==> src/rtl/fpu_pkg.sv <==
// ----------------------------------------------------------------------------
// fpu_pkg : shared types and constants for the FPU result write-back path
// Rev 1.0
// ----------------------------------------------------------------------------
`default_nettype none

package fpu_pkg;

  typedef struct packed {
    logic nv;
    logic dz;
    logic of;
    logic uf;
    logic nx;
  } fpu_flags_t;

  typedef struct packed {
    logic [31:0] result;
    fpu_flags_t  flags;
    logic [4:0]  rd;
  } wb_entry_t;

  localparam logic [31:0] CANON_NAN = 32'h7FC0_0000;

  function automatic logic is_nan(input logic [31:0] value);
    return (value[30:23] == 8'hFF) && (value[22:0] != 23'd0);
  endfunction

endpackage

`default_nettype wire

==> src/rtl/fpu_wb_fifo.sv <==
// ----------------------------------------------------------------------------
// fpu_wb_fifo : 2-entry in-order buffer of pending FP register-file writes
// Rev 1.0
// ----------------------------------------------------------------------------
`default_nettype none

module fpu_wb_fifo
  import fpu_pkg::*;
(
  input  logic      clk,
  input  logic      rst_n,
  input  logic      push,
  input  wb_entry_t push_entry,
  input  logic      pop,
  output logic      not_full,
  output logic      not_empty,
  output wb_entry_t head
);

  wb_entry_t  mem [2];
  logic       wptr;
  logic       rptr;
  logic [1:0] count;
  logic [1:0] count_next;
  logic       not_full_q;
  logic       do_push;
  logic       do_pop;

  assign not_empty = (count != 2'd0);
  assign not_full  = not_full_q;
  assign do_push   = push & not_full_q;
  assign do_pop    = pop & not_empty;
  assign head      = mem[rptr];

  always_comb begin
    count_next = count;
    case ({do_push, do_pop})
      2'b10:   count_next = count + 2'd1;
      2'b01:   count_next = count - 2'd1;
      default: count_next = count;
    endcase
  end

  // Space flag is registered from the next count, so a pop while full only
  // reopens the input on the following cycle.
  always_ff @(posedge clk) begin
    if (!rst_n) begin
      mem[0]     <= '0;
      mem[1]     <= '0;
      wptr       <= 1'b0;
      rptr       <= 1'b0;
      count      <= 2'd0;
      not_full_q <= 1'b1;
    end else begin
      if (do_push) begin
        mem[wptr] <= push_entry;
        wptr      <= ~wptr;
      end
      if (do_pop) begin
        rptr <= ~rptr;
      end
      count      <= count_next;
      not_full_q <= (count_next != 2'd2);
    end
  end

endmodule

`default_nettype wire

==> src/rtl/fpu_result_wb.sv <==
// ----------------------------------------------------------------------------
// fpu_result_wb : buffers FPU results, retires them to the FP register file
//                 and accrues exception flags. Option: FPU_NAN_CANON_EN.
// Rev 1.0
// ----------------------------------------------------------------------------
`default_nettype none

module fpu_result_wb
  import fpu_pkg::*;
(
  input  logic        clk,
  input  logic        rst_n,
  input  logic        in_valid,
  output logic        in_ready,
  input  logic [31:0] in_result,
  input  logic [4:0]  in_flags,
  input  logic [4:0]  in_rd,
  output logic        wb_valid,
  input  logic        wb_ready,
  output logic [4:0]  wb_rd,
  output logic [31:0] wb_data,
  input  logic        csr_we,
  input  logic [4:0]  csr_wdata,
  output logic [4:0]  fflags,
  output logic        busy
);

  wb_entry_t   push_entry;
  wb_entry_t   head;
  logic [31:0] push_result;
  logic        push;
  logic        pop;
  logic        not_full;
  logic        not_empty;
  logic [4:0]  fflags_q;
  logic [4:0]  fflags_next;

`ifdef FPU_NAN_CANON_EN
  assign push_result = is_nan(in_result) ? CANON_NAN : in_result;
`else
  assign push_result = in_result;
`endif

  assign push_entry = '{result: push_result, flags: fpu_flags_t'(in_flags), rd: in_rd};
  assign push       = in_valid & not_full;
  assign pop        = not_empty & wb_ready;

  fpu_wb_fifo u_fifo (
    .clk        (clk),
    .rst_n      (rst_n),
    .push       (push),
    .push_entry (push_entry),
    .pop        (pop),
    .not_full   (not_full),
    .not_empty  (not_empty),
    .head       (head)
  );

  assign in_ready = not_full;
  assign wb_valid = not_empty;
  assign busy     = not_empty;
  assign wb_rd    = head.rd;
  assign wb_data  = head.result;
  assign fflags   = fflags_q;

  // The retiring entry's flags are OR-ed on top of any CSR write so they survive it.
  always_comb begin
    fflags_next = csr_we ? csr_wdata : fflags_q;
    if (pop) begin
      fflags_next = fflags_next | 5'(head.flags);
    end
  end

  always_ff @(posedge clk) begin
    if (!rst_n) begin
      fflags_q <= 5'd0;
    end else begin
      fflags_q <= fflags_next;
    end
  end

endmodule

`default_nettype wire

==> config.mk <==
export PLATFORM = sky130hd
export DESIGN_NAME = fpu_result_wb
export DESIGN_NICKNAME = d
export VERILOG_FILES = /design/src/rtl/fpu_pkg.sv /design/src/rtl/fpu_wb_fifo.sv /design/src/rtl/fpu_result_wb.sv
export SDC_FILE = /design/constraint.sdc
export NUM_CORES = 1
export LEC_CHECK = 0
export CORE_AREA = 4 4 107 109
export CTS_CLUSTER_DIAMETER = 60
export DETAILED_ROUTE_END_ITERATION = 16
export DIE_AREA = 0 0 111 113
export HOLD_SLACK_MARGIN = 0.03
export PLACE_DENSITY = 0.65
export SYNTH_ARGS = -nofsm -noshare
export SYNTH_HDL_FRONTEND = slang
export SYNTH_SLANG_ARGS = --single-unit
==> constraint.sdc <==
create_clock -name clk -period 4.5 [get_ports clk]
set_input_delay 0.675 -clock clk [delete_from_list [all_inputs] [get_ports clk]]
set_output_delay 0.675 -clock clk [all_outputs]
set_load 0.01 [all_outputs]
* Word-level counts from Yosys, hierarchy flattened
Memory sizes are Yosys's and may differ from the RTL's. A register that Yosys moved wholly into a read port is not among the register bits.
Cells that the tools add are included.
** Storage, ports and cells
- Input port bits :: 52
- Memories :: 1
- RAM bits :: 84
- Output and inout port bits :: 45
- Bits in registers :: 10
** Memory list
- u_fifo.mem :: words 2, width 42, read ports 1, clocked after memory_dff 1, write ports 2, RTL line fpu_wb_fifo.sv:20 : wb_entry_t mem [2];
** Cells by class
- Mux-type cells :: 12
- Add/sub/neg operators :: 2
- Equality and inequality tests :: 3
- Reductions and logical operators :: 2
- Bitwise operators :: 7
** Operators with widths (count)
- $mux W42 :: 1
- $reduce_or A42 Y1 :: 1
- $mux W5 :: 2
- $mux W1 :: 8
- $or A5 B5 Y5 :: 1
- $and A1 B1 Y1 :: 4
- $pmux W2 S2 :: 1
- $add A2 B1 Y2 const B :: 1
- $eq A2 B1 Y1 const B :: 1
- $eq A2 B2 Y1 const B :: 1
- $ne A2 B2 Y1 const B :: 1
- $not A1 Y1 :: 2
- $reduce_bool A2 Y1 :: 1
- $sub A2 B1 Y2 const B :: 1

* Logic depth before layout (Yosys ltp)
Gate-level depths: netlist of run 1.
- Depth after elaboration :: 7
- Mapped depth :: 6
- Gate-level depth less buffers :: 6

* Hierarchy
From an unflattened synthesis of run 1, not the netlist that was laid out.
** Unflattened totals
- Cells, all modules :: 327
- Area total of the unflattened synthesis :: 4130.2 µm²
** Modules (own cells, without submodules)
- fpu_wb_fifo :: cells each 303, area an instance 3886.2 µm², seq. area each 2642.5 µm², instances 1
- fpu_result_wb :: cells each 24, area an instance 244.0 µm², seq. area each 100.1 µm², instances 1

* Worst setup path before layout of run 1
No wires, ideal clock.
- Path type :: input -> register
- From :: input in_valid
- To :: memory u_fifo.mem[0][0] in the netlist's numbering, enable pin
- Setup time :: 500 ps
- Slack :: 263 ps
- Stages on the path :: 2
- Arrival :: 3738 ps
- Path through :: nand2_2 o21ai_0
** RTL lines
- from (decl) :: RTL line fpu_result_wb.sv:13 : input logic in_valid,
- to (decl) :: RTL line fpu_wb_fifo.sv:20

==> summary.txt, run 1 <==
Status
  • Outcome: finished, final reports clean

Layout
  • Post-layout instance count excluding filler cells: slightly above 500
  • Commonest non-fill, non-tap cell in the layout: clkdlybuf4s50_1
  • Nets: ~420
  • Ant diodes: 0
  • Commonest cells after routing, fill and taps aside: clkdlybuf4s50_1, and2_1, edfxtp_1, mux2_2
  • Synth-to-Final Area Change: 32.5%
  • # fillers: about 930
  • Layout cells sized above 1: 0.165

Power
  • P_int: 1.81 mW
  • PD cells: approximately 440 mW/mm^2
  • Part of the power in registers: 0.482
  • Power share of the clock group: 0.275
  • Psw: 0.598 mW
  • Peak supply drop: approximately 0.00019 V
  • Power share of the combinational group: 0.243
  • Pleak: 2.02 nW
  • Switch share: 0.248

Timing
  • Final Slew Violations: 0
  • Max_slew headroom: 0.254
  • Setup TNS: 0 ns
  • Fmax: 0.331 GHz
  • Clk_skew: 0.00953 ns
  • Final setup fails: 0
  • Min Clock Period, post-route: between 3 and 4 ns
  • Tcrit/Tclk final: 0.671
  • Final Hold Fails: 0
  • RSZ-0062 raised after global routing: no
  • Worst-Margin Slew: around 1.1 ns

Route
  • Vias: around 2400
  • Via-per-instance ratio: 4.71
  • Initial DRC count: about 110
  • # DRC: 0
  • DR pass1 iterations: 4
  • Final ANT Viol Nets: 0
  • Avg WL per Cell: 15.4 um
  • Drt total wl: slightly below 8000 um

Global routing
  • First-pass GRT wire length: approximately 12000 um
  • Vias in the first global route: 2458
  • Initial antenna violation count: 0
  • GRT overflow: 0
  • Largest net degree at the start of global routing: between 40 and 50
  • All-Layer GR Usage: 0.128

Logic synthesis
  • Cell count after synthesis: 278
  • Syn. warnings: 0
  • Sequential-to-total area share from yosys stat: 0.668
  • Area contributors post-synth: edfxtp_1, and2_1, mux2_2
  • Post-synthesis cell type count: 26
  • Avg Cell Area, Syn: around 15 um^2
  • Seq cells post-synth: 95
  • Synthesized cell area: around 0.0041 mm^2
  • Top cell type's share of synthesized area: 0.614
  • Syn_nets: approximately 330
  • Post-synth top area cell: edfxtp_1

Worst setup path
  • Worst Setup End Kind: output port
  • Setup CP Type: register to output port
  • Critical path fanouts, max: 42
  • Crit path launch type: register
  • Worst path required time: about 3.8 ns
  • Arrival time at the worst endpoint: between 2 and 2.5 ns

Clock network
  • Clk sink count: 95
  • H-tree depth: 3
  • Clock transition at the registers of the reported paths: 0.09 ns
  • Clock buffer depth: 2
  • TritonCTS clock tree: done
  • Post_cts resized: 0
  • Worst skew pair latency: 0.35 ns
  • Post CTS Setup Buffer Count: 0
  • Root buffer selected by CTS: clkbuf_8
  • CTS Hold Bufs: 0
  • Total CTS buffers: 9

Floorplan
  • Die ar.: between 0.01 and 0.015 mm^2
  • Die H: around 110 um
  • Boundary Pins: 97
  • Initial core utilization: 0.387
  • Num rows: 38
  • Core ar.: 0.0106 mm^2
  • Die width: around 110 um

Min path
  • Worst Hold Class: register to register

Placement
  • Dpl hpwl: roughly 5000 um
  • Port-buffer cells: 96
  • Placed insts: 500
  • GP Congestion: just over 0.7

Run
  • Max-cap viol count: 0
[layer usage]
| metal | routed length, um | track usage | up-vias |
|---|---|---|---|
| met4 | 93 | 0.0493 | 0 |
| met1 | 3520 | 0.161 | 1189 |
| met5 | 0 | 0 | - |
| met2 | 3930 | 0.217 | 72 |
| met3 | 391 | 0.0299 | 6 |
| li1 | - | - | 1163 |
[power by group through the flow]
stage	combinational (mW)	sequential, mW	clock [mW]
4_1_cts	0.596	1.16	0.678
3_5_place_dp	0.592	1.18	0
5_1_grt	0.630	1.18	0.712
3_3_place_gp	0.588	1.18	0
6_report	0.584	1.16	0.662
2_1_floorplan	0.341	1.13	0
[flip-flops by register name (all words and copies together), names as in the netlist, named ones only]
signal and flops:
fflags 5, u_fifo.count 2, u_fifo.mem 84, u_fifo.not_full 1, u_fifo.rptr 1, u_fifo.wptr 1
[metrics by stage]
step                setup WS [ns]  power [mW]   util  area (um^2)  hold WS (ns)
finish                       1.48        2.41  0.513         5440         0.579
global route                 1.35        2.52  0.513         5440         0.630
CTS                          1.41        2.44  0.513         5440         0.580
detailed placement           1.47        1.78  0.490         5200         0.565
global placement             1.50        1.77  0.490         5200         0.532
floorplan                   0.263        1.47      -         4110         0.500
[Yosys cell counts, drive strengths merged]
library cell  number
edfxtp            84
nand2              1
mux2              37
or2                1
and4               1
nor3b              1
nand2b             2
inv                1
buf                7
and3               1
or2b               1
xnor2              3
and2              92
dfxtp             11
or3                1
mux2i             10
ha                 1
o21ai              9
clkbuf            10
nand3b             1
nor3               1
a21boi             2
[worst max-delay path, stage by stage (launching register included)]
cell	delay [ns]
dfxtp_2	1.05
mux2_2	0.44
clkdlybuf4s50_1	0.48
[final cells by class]
| cell class | count | area (um^2) | area share |
|---|---|---|---|
| Sequential cell | 95 | 2740 | 0.504 |
| Multi-Input combinational cell | 165 | 1290 | 0.238 |
| Timing Repair Buffer | 99 | 983 | 0.181 |
| Tap cell | 140 | 175 | 0.0322 |
| Clock buffer | 9 | 124 | 0.0228 |
| Clock inverter | 7 | 119 | 0.0218 |
| Inverter | 1 | 3.75 | 0.000690 |
[kinds of logic (layout without fill, tap and decap cells)]
kind of cell / Yosys count / in the layout / synth area share
AND/OR/NAND/NOR: 103 / 103 / 0.159
multiplexers: 47 / 47 / 0.126
buffers and inverters: 18 / 116 / 0.0222
flip-flops: 95 / 95 / 0.668
adder cells (fa/ha/maj): 1 / 1 / 0.00305
AO/OA/AOI/OAI: 11 / 11 / 0.0155
XOR/XNOR: 3 / 3 / 0.00640
[path summary, 6_finish.rpt]
path | slack (ns) | to | cells after the start | from
setup reg to reg | 2.52 | u_fifo.mem[1][5] | 2 | u_fifo.wptr
hold / removal | 0.58 | u_fifo.count[1] | 2 | u_fifo.count[1]
setup / recovery | 1.48 | wb_data[19] | 2 | register
hold reg to reg | 0.58 | u_fifo.count[1] | 2 | u_fifo.count[1]
No activity file was read; power rests on OpenSTA's default activity.
==> run 2: changes to the inputs <==
==> constraint.sdc (replaced) <==
create_clock -name clk -period 3.1 [get_ports clk]
set_input_delay 0.465 -clock clk [delete_from_list [all_inputs] [get_ports clk]]
set_output_delay 0.465 -clock clk [all_outputs]
set_load 0.01 [all_outputs]
==> summary.txt, run 2 (synthesized netlist as in run 1, its figures left out) <==
Placement
  • Dpl hpwl: 5380 um (was 4980 um)
  • Dpl cell area: 0.00526 mm^2 (was 0.00520 mm^2)
  • Placed insts: 506 (was 500)
  • Worst slack, placed: 0.581 ns (was 1.47 ns)
  • GP Congestion: 0.700 (was 0.705)
  • Port-buffer cells: 96 (unchanged)

Layout
  • Final core occ: 0.517 (was 0.513)
  • Biggest register: u_fifo.mem (unchanged)
  • Nets: 430 (was 424)
  • Layout cells sized above 1: 0.181 (was 0.165)
  • Synth-to-Final Area Change: 33.4% (was 32.5%)
  • Post-layout instance count excluding filler cells: 522 (was 516)
  • Final instance area: 0.00548 mm^2 (was 0.00544 mm^2)
  • Number of flip-flops in the largest register: 84 (unchanged)
  • Commonest non-fill, non-tap cell in the layout: clkdlybuf4s50_1 (unchanged)
  • # fillers: 931 (was 929)
  • Commonest cells after routing, fill and taps aside: clkdlybuf4s50_1, and2_1, edfxtp_1, mux2_2 (unchanged)
  • Ant diodes: 0 (unchanged)

Min path
  • Worst hold path stage count: 2 (unchanged)
  • Worst Hold Class: register to register (unchanged)
  • Endpoint, Worst Hold: u_fifo.count[1] (unchanged)
  • Min-delay src: u_fifo.count[1] (unchanged)

Clock network
  • Root buffer selected by CTS: clkbuf_8 (unchanged)
  • TritonCTS clock tree: done (unchanged)
  • Clk sink count: 95 (unchanged)
  • Post_cts resized: 0 (unchanged)
  • Worst skew pair latency: 0.34 ns (was 0.35 ns)
  • Post CTS Setup Buffer Count: 0 (unchanged)
  • Total CTS buffers: 9 (unchanged)
  • Clock buffer depth: 2 (unchanged)
  • H-tree depth: 3 (unchanged)
  • Clock transition at the registers of the reported paths: 0.09 ns (about the same)
  • CTS Hold Bufs: 0 (unchanged)

Timing
  • Fmax: about 0.40 GHz
  • Setup TNS: 0 ns (unchanged)
  • Clk_skew: 0.00728 ns (was 0.00953 ns)
  • Final WS setup: 0.629 ns (was 1.48 ns)
  • Min Clock Period, post-route: 2.47 ns
  • RSZ-0062 raised after global routing: no (unchanged)
  • Final Slew Violations: 0 (unchanged)
  • Final Hold Fails: 0 (unchanged)
  • Final hold slack: 0.560 ns (was 0.579 ns)
  • Final setup fails: 0 (unchanged)
  • Tcrit/Tclk final: 0.797
  • Max_slew headroom: 0.396 (was 0.254)
  • Worst-Margin Slew: 0.903 ns (was 1.12 ns)

Floorplan
  • Die H: 113 um (unchanged)
  • Die width: 111 um (unchanged)
  • Die ar.: 0.0125 mm^2 (unchanged)
  • Boundary Pins: 97 (unchanged)
  • Num rows: 38 (unchanged)
  • Initial core utilization: 0.387 (unchanged)
  • Core ar.: 0.0106 mm^2 (unchanged)

Power
  • P_int: 2.56 mW (was 1.81 mW)
  • PD cells: 629 mW/mm^2 (was 442 mW/mm^2)
  • Peak supply drop: 0.000260 V (was 0.000187 V)
  • Psw: 0.880 mW (was 0.598 mW)
  • Power share of the clock group: 0.258 (was 0.275)
  • Pleak: 2.05 nW (was 2.02 nW)
  • Power share of the combinational group: 0.267 (was 0.243)
  • Part of the power in registers: 0.475 (was 0.482)
  • Switch share: 0.256 (was 0.248)
  • Total power: 3.45 mW (was 2.41 mW)

Worst setup path
  • Worst Setup End Kind: output port (unchanged)
  • Worst path required time: 2.63 ns (was 3.83 ns)
  • Reg2reg path depth: 3 (was 2)
  • Arrival time at the worst endpoint: 2.01 ns (was 2.34 ns)
  • Critical path fanouts, max: 34 (was 42)
  • RR Startpoint: u_fifo.not_full (was u_fifo.wptr)
  • R2r endpoint: u_fifo.mem[0][25] (was u_fifo.mem[1][5])
  • Setup CP Type: register to output port (unchanged)
  • R2r setup slk: 1.22 ns (was 2.52 ns)
  • Crit path launch type: register (unchanged)

Route
  • Via-per-instance ratio: 4.69 (was 4.71)
  • Vias: 2446 (was 2430)
  • Initial DRC count: 107 (was 109)
  • Drt total wl: 8280 um (was 7930 um)
  • Final ANT Viol Nets: 0 (unchanged)
  • DR pass1 iterations: 4 (unchanged)
  • # DRC: 0 (unchanged)
  • Avg WL per Cell: 15.9 um (was 15.4 um)

Run
  • Max-cap viol count: 0 (unchanged)

Global routing
  • Largest net degree at the start of global routing: 43 (unchanged)
  • GRT overflow: 0 (unchanged)
  • First-pass GRT wire length: 13500 um (was 12400 um)
  • Initial antenna violation count: 0 (unchanged)
  • Vias in the first global route: 2615 (was 2458)
  • All-Layer GR Usage: 0.136 (was 0.128)

Status
  • Outcome: finished, final reports clean (unchanged)
[run 2: routing by layer]
metal | part of all wire | vias to the layer above | GRT usage
met1 | 0.43 | 1186 | 0.169
met4 | 0.013 | 0 | 0.0517
met3 | 0.062 | 9 | 0.0369
met2 | 0.49 | 69 | 0.229
met5 | 0 | - | 0
li1 | - | 1182 | -
[run 2: layout make-up]
type,instances,area [um^2],area share
Timing Repair Buffer,105,1040,0.190
Inverter,1,3.75,0.000685
Clock buffer,9,124,0.0226
Sequential cell,95,2740,0.501
Tap cell,140,175,0.0320
Multi-Input combinational cell,165,1290,0.236
Clock inverter,7,96.3,0.0176
[run 2: critical path: stages, from the launching register on]
cell             delay [ns]
dfxtp_2                0.50
buf_12                 0.27
mux2_2                 0.39
clkdlybuf4s50_1        0.49
[run 2: worst max path at each step]
stage              from  slack [ns]  cells after the start                end
2_1_floorplan  in_valid        0.21                      2   u_fifo.mem[0][0]
3_3_place_gp   in_valid        0.63                      4  u_fifo.mem[0][25]
3_5_place_dp   in_valid        0.58                      4  u_fifo.mem[0][25]
4_1_cts        register        0.60                      3           wb_rd[1]
5_1_grt        register        0.57                      3        wb_data[19]
6_report       register        0.63                      3           wb_rd[2]
[run 2: power by group through the flow]
| stage | Combinational (mW) | Clock (mW) | Sequential, mW |
|---|---|---|---|
| 2_1_floorplan | 0.495 | 0 | 1.64 |
| 3_3_place_gp | 0.926 | 0 | 1.66 |
| 3_5_place_dp | 0.933 | 0 | 1.67 |
| 4_1_cts | 0.938 | 0.917 | 1.64 |
| 5_1_grt | 0.994 | 0.970 | 1.66 |
| 6_report | 0.920 | 0.888 | 1.64 |
==> run 3: changes to the inputs <==
==> constraint.sdc (replaced) <==
create_clock -name clk -period 2.3 [get_ports clk]
set_input_delay 0.345 -clock clk [delete_from_list [all_inputs] [get_ports clk]]
set_output_delay 0.345 -clock clk [all_outputs]
set_load 0.01 [all_outputs]
==> summary.txt, run 3 (synthesized netlist as in run 1, its figures left out) <==
Floorplan
  • Die width: 111 um (unchanged)
  • Die ar.: 0.0125 mm^2 (unchanged)
  • Die H: 113 um (unchanged)
  • Initial core utilization: 0.387 (unchanged)
  • Num rows: 38 (unchanged)
  • Core ar.: 0.0106 mm^2 (unchanged)
  • Boundary Pins: 97 (unchanged)

Clock network
  • TritonCTS clock tree: done (unchanged)
  • H-tree depth: 3 (unchanged)
  • Clk sink count: 95 (unchanged)
  • Total CTS buffers: 9 (unchanged)
  • Clock buffer depth: 2 (unchanged)
  • Clock transition at the registers of the reported paths: 0.09 ns (about the same)
  • Post_cts resized: 0 (unchanged)
  • CTS Hold Bufs: 0 (unchanged)
  • Post CTS Setup Buffer Count: 0 (unchanged)
  • Root buffer selected by CTS: clkbuf_8 (unchanged)
  • Worst skew pair latency: 0.35 ns (was 0.34 ns)

Global routing
  • Initial antenna violation count: 0 (unchanged)
  • Largest net degree at the start of global routing: 43 (unchanged)
  • Vias in the first global route: 2589 (was 2615)
  • First-pass GRT wire length: 13100 um (was 13500 um)
  • All-Layer GR Usage: 0.136 (about the same)
  • GRT overflow: 0 (unchanged)

Min path
  • Worst Hold Class: register to register (unchanged)

Worst setup path
  • Arrival time at the worst endpoint: 1.82 ns (was 2.01 ns)
  • Worst path depth: 3 (unchanged)
  • Worst path required time: 1.96 ns (was 2.63 ns)
  • Cell family with most CP delay: buffers and inverters (unchanged)
  • Reg2reg path depth: 5 (was 3)
  • CP bufs+invs: 2 (unchanged)
  • CP max-delay cell: clkdlybuf4s50_1 (was dfxtp_2)
  • Crit-path cells: buf_4 > mux2_2 > clkdlybuf4s50_1 (was buf_12 > mux2_2 > clkdlybuf4s50_1)
  • RR Startpoint: u_fifo.count[1] (was u_fifo.not_full)
  • R2r endpoint: u_fifo.count[1] (was u_fifo.mem[0][25])
  • Worst Setup End Kind: output port (unchanged)
  • Critical path fanouts, max: 15 (was 34)
  • Setup CP Type: register to output port (unchanged)
  • Endpoint of the worst setup timing path: wb_rd[2] (unchanged)
  • Crit path launch type: register (unchanged)
  • CP peak stage delay: 0.48 ns (was 0.50 ns)
  • R2r setup slk: 0.61 ns (was 1.22 ns)

Route
  • Drt total wl: 8100 um (was 8280 um)
  • DR pass1 iterations: 5 (was 4)
  • Avg WL per Cell: 15.6 um (was 15.9 um)
  • Vias: 2418 (was 2446)
  • # DRC: 0 (unchanged)
  • Initial DRC count: 94 (was 107)
  • Via-per-instance ratio: 4.65 (was 4.69)
  • Final ANT Viol Nets: 0 (unchanged)

Layout
  • Area occupied by multi-input gates: 0.00129 mm^2 (unchanged)
  • Synth-to-Final Area Change: 33.5% (was 33.4%)
  • FF/Latch Area: 0.00274 mm^2 (unchanged)
  • Biggest register: u_fifo.mem (unchanged)
  • # fillers: 918 (was 931)
  • Commonest non-fill, non-tap cell in the layout: clkdlybuf4s50_1 (unchanged)
  • Final core occ: 0.517 (about the same)
  • Layout cells sized above 1: 0.166 (was 0.181)
  • Nets: 428 (was 430)
  • Commonest cells after routing, fill and taps aside: clkdlybuf4s50_1, and2_1, edfxtp_1, mux2_2 (unchanged)
  • Number of flip-flops in the largest register: 84 (unchanged)
  • Ant diodes: 0 (unchanged)

Timing
  • Final Slew Violations: 0 (unchanged)
  • Max_slew headroom: 0.745 (was 0.396)
  • Tcrit/Tclk final: 0.942
  • Setup TNS: 0 ns (unchanged)
  • Final setup fails: 0 (unchanged)
  • Clk_skew: 0.00583 ns (was 0.00728 ns)
  • Fmax: about 0.46 GHz
  • Min Clock Period, post-route: approximately 2.2 ns
  • RSZ-0062 raised after global routing: no (unchanged)
  • Worst-Margin Slew: 0.382 ns (was 0.903 ns)
  • Final Hold Fails: 0 (unchanged)

Status
  • Outcome: finished, final reports clean (unchanged)

Run
  • Max-cap viol count: 0 (unchanged)

Placement
  • GP Congestion: 0.713 (was 0.700)
  • Port-buffer cells: 96 (unchanged)
  • Dpl hpwl: 5120 um (was 5380 um)

Power
  • Peak supply drop: 0.000353 V (was 0.000260 V)
  • Pleak: 2.05 nW (about the same)
  • PD cells: 841 mW/mm^2 (was 629 mW/mm^2)
==> run 3: changes by cell type in the layout (fill, tap and decap cells not counted) <==
cell and delta:
buf_4 -5, buf_12 +3, clkbuf_1 +2, clkinv_1 +2, clkinv_4 -2, clkinv_2 -1
inv_6 -1
==> run 3: power breakdown <==
group | switching (mW) | internal (mW) | leakage [nW] | total (mW)
Clock | 0.545 | 0.605 | 0.102 | 1.15
Sequential | 0.0769 | 2.11 | 0.982 | 2.19
Combinational | 0.531 | 0.743 | 0.962 | 1.27
==> run 3: metal layers <==
| metal | track usage | wire (um) |
|---|---|---|
| met1 | 0.159 | 3480 |
| met2 | 0.235 | 4100 |
| met3 | 0.0332 | 401 |
| met4 | 0.0640 | 122 |
| met5 | 0 | 0 |
==> run 3: worst min path at each step <==
stage | from | end | slack, ns | depth (start not counted)
floorplan | rst_n | u_fifo.count[0] | 0.49 | 1
global placement | u_fifo.count[1] | u_fifo.count[1] | 0.53 | 2
detailed placement | u_fifo.count[1] | u_fifo.count[1] | 0.57 | 2
CTS | u_fifo.count[1] | u_fifo.count[1] | 0.58 | 2
global route | u_fifo.count[1] | u_fifo.count[1] | 0.62 | 2
finish | u_fifo.count[1] | u_fifo.count[1] | 0.58 | 2
==> run 3: cell type report <==
cell class | count | area share
sequential | 95 | 0.500
inverter | 1 | 0.000684
clock inverter | 5 | 0.0132
tap | 140 | 0.0319
clock buffer | 11 | 0.0240
timing repair buffer | 103 | 0.194
multi-input combinational | 165 | 0.236
==> run 3: through the flow <==
step | cells | power [mW] | setup WS [ns] | hold WS, ns | instance area, um^2
after detailed placement | 504 | 3.52 | 0.371 | 0.566 | 5280
after global routing | 520 | 4.84 | 0.0231 | 0.623 | 5480
final | 520 | 4.61 | 0.133 | 0.579 | 5480
after global placement | 504 | 3.50 | 0.411 | 0.531 | 5280
after floorplan | 278 | 2.88 | 0.117 | 0.491 | 4110
after CTS | 520 | 4.67 | 0.0865 | 0.580 | 5480
==> run 3: worst reg2reg max path, cell delays in order, from the launching register on <==
cell and delay [ns]:
dfxtp_1 0.37, o21ai_2 0.29, inv_1 0.08, ha_1 0.35, or3_1 0.36, a21boi_1 0.16
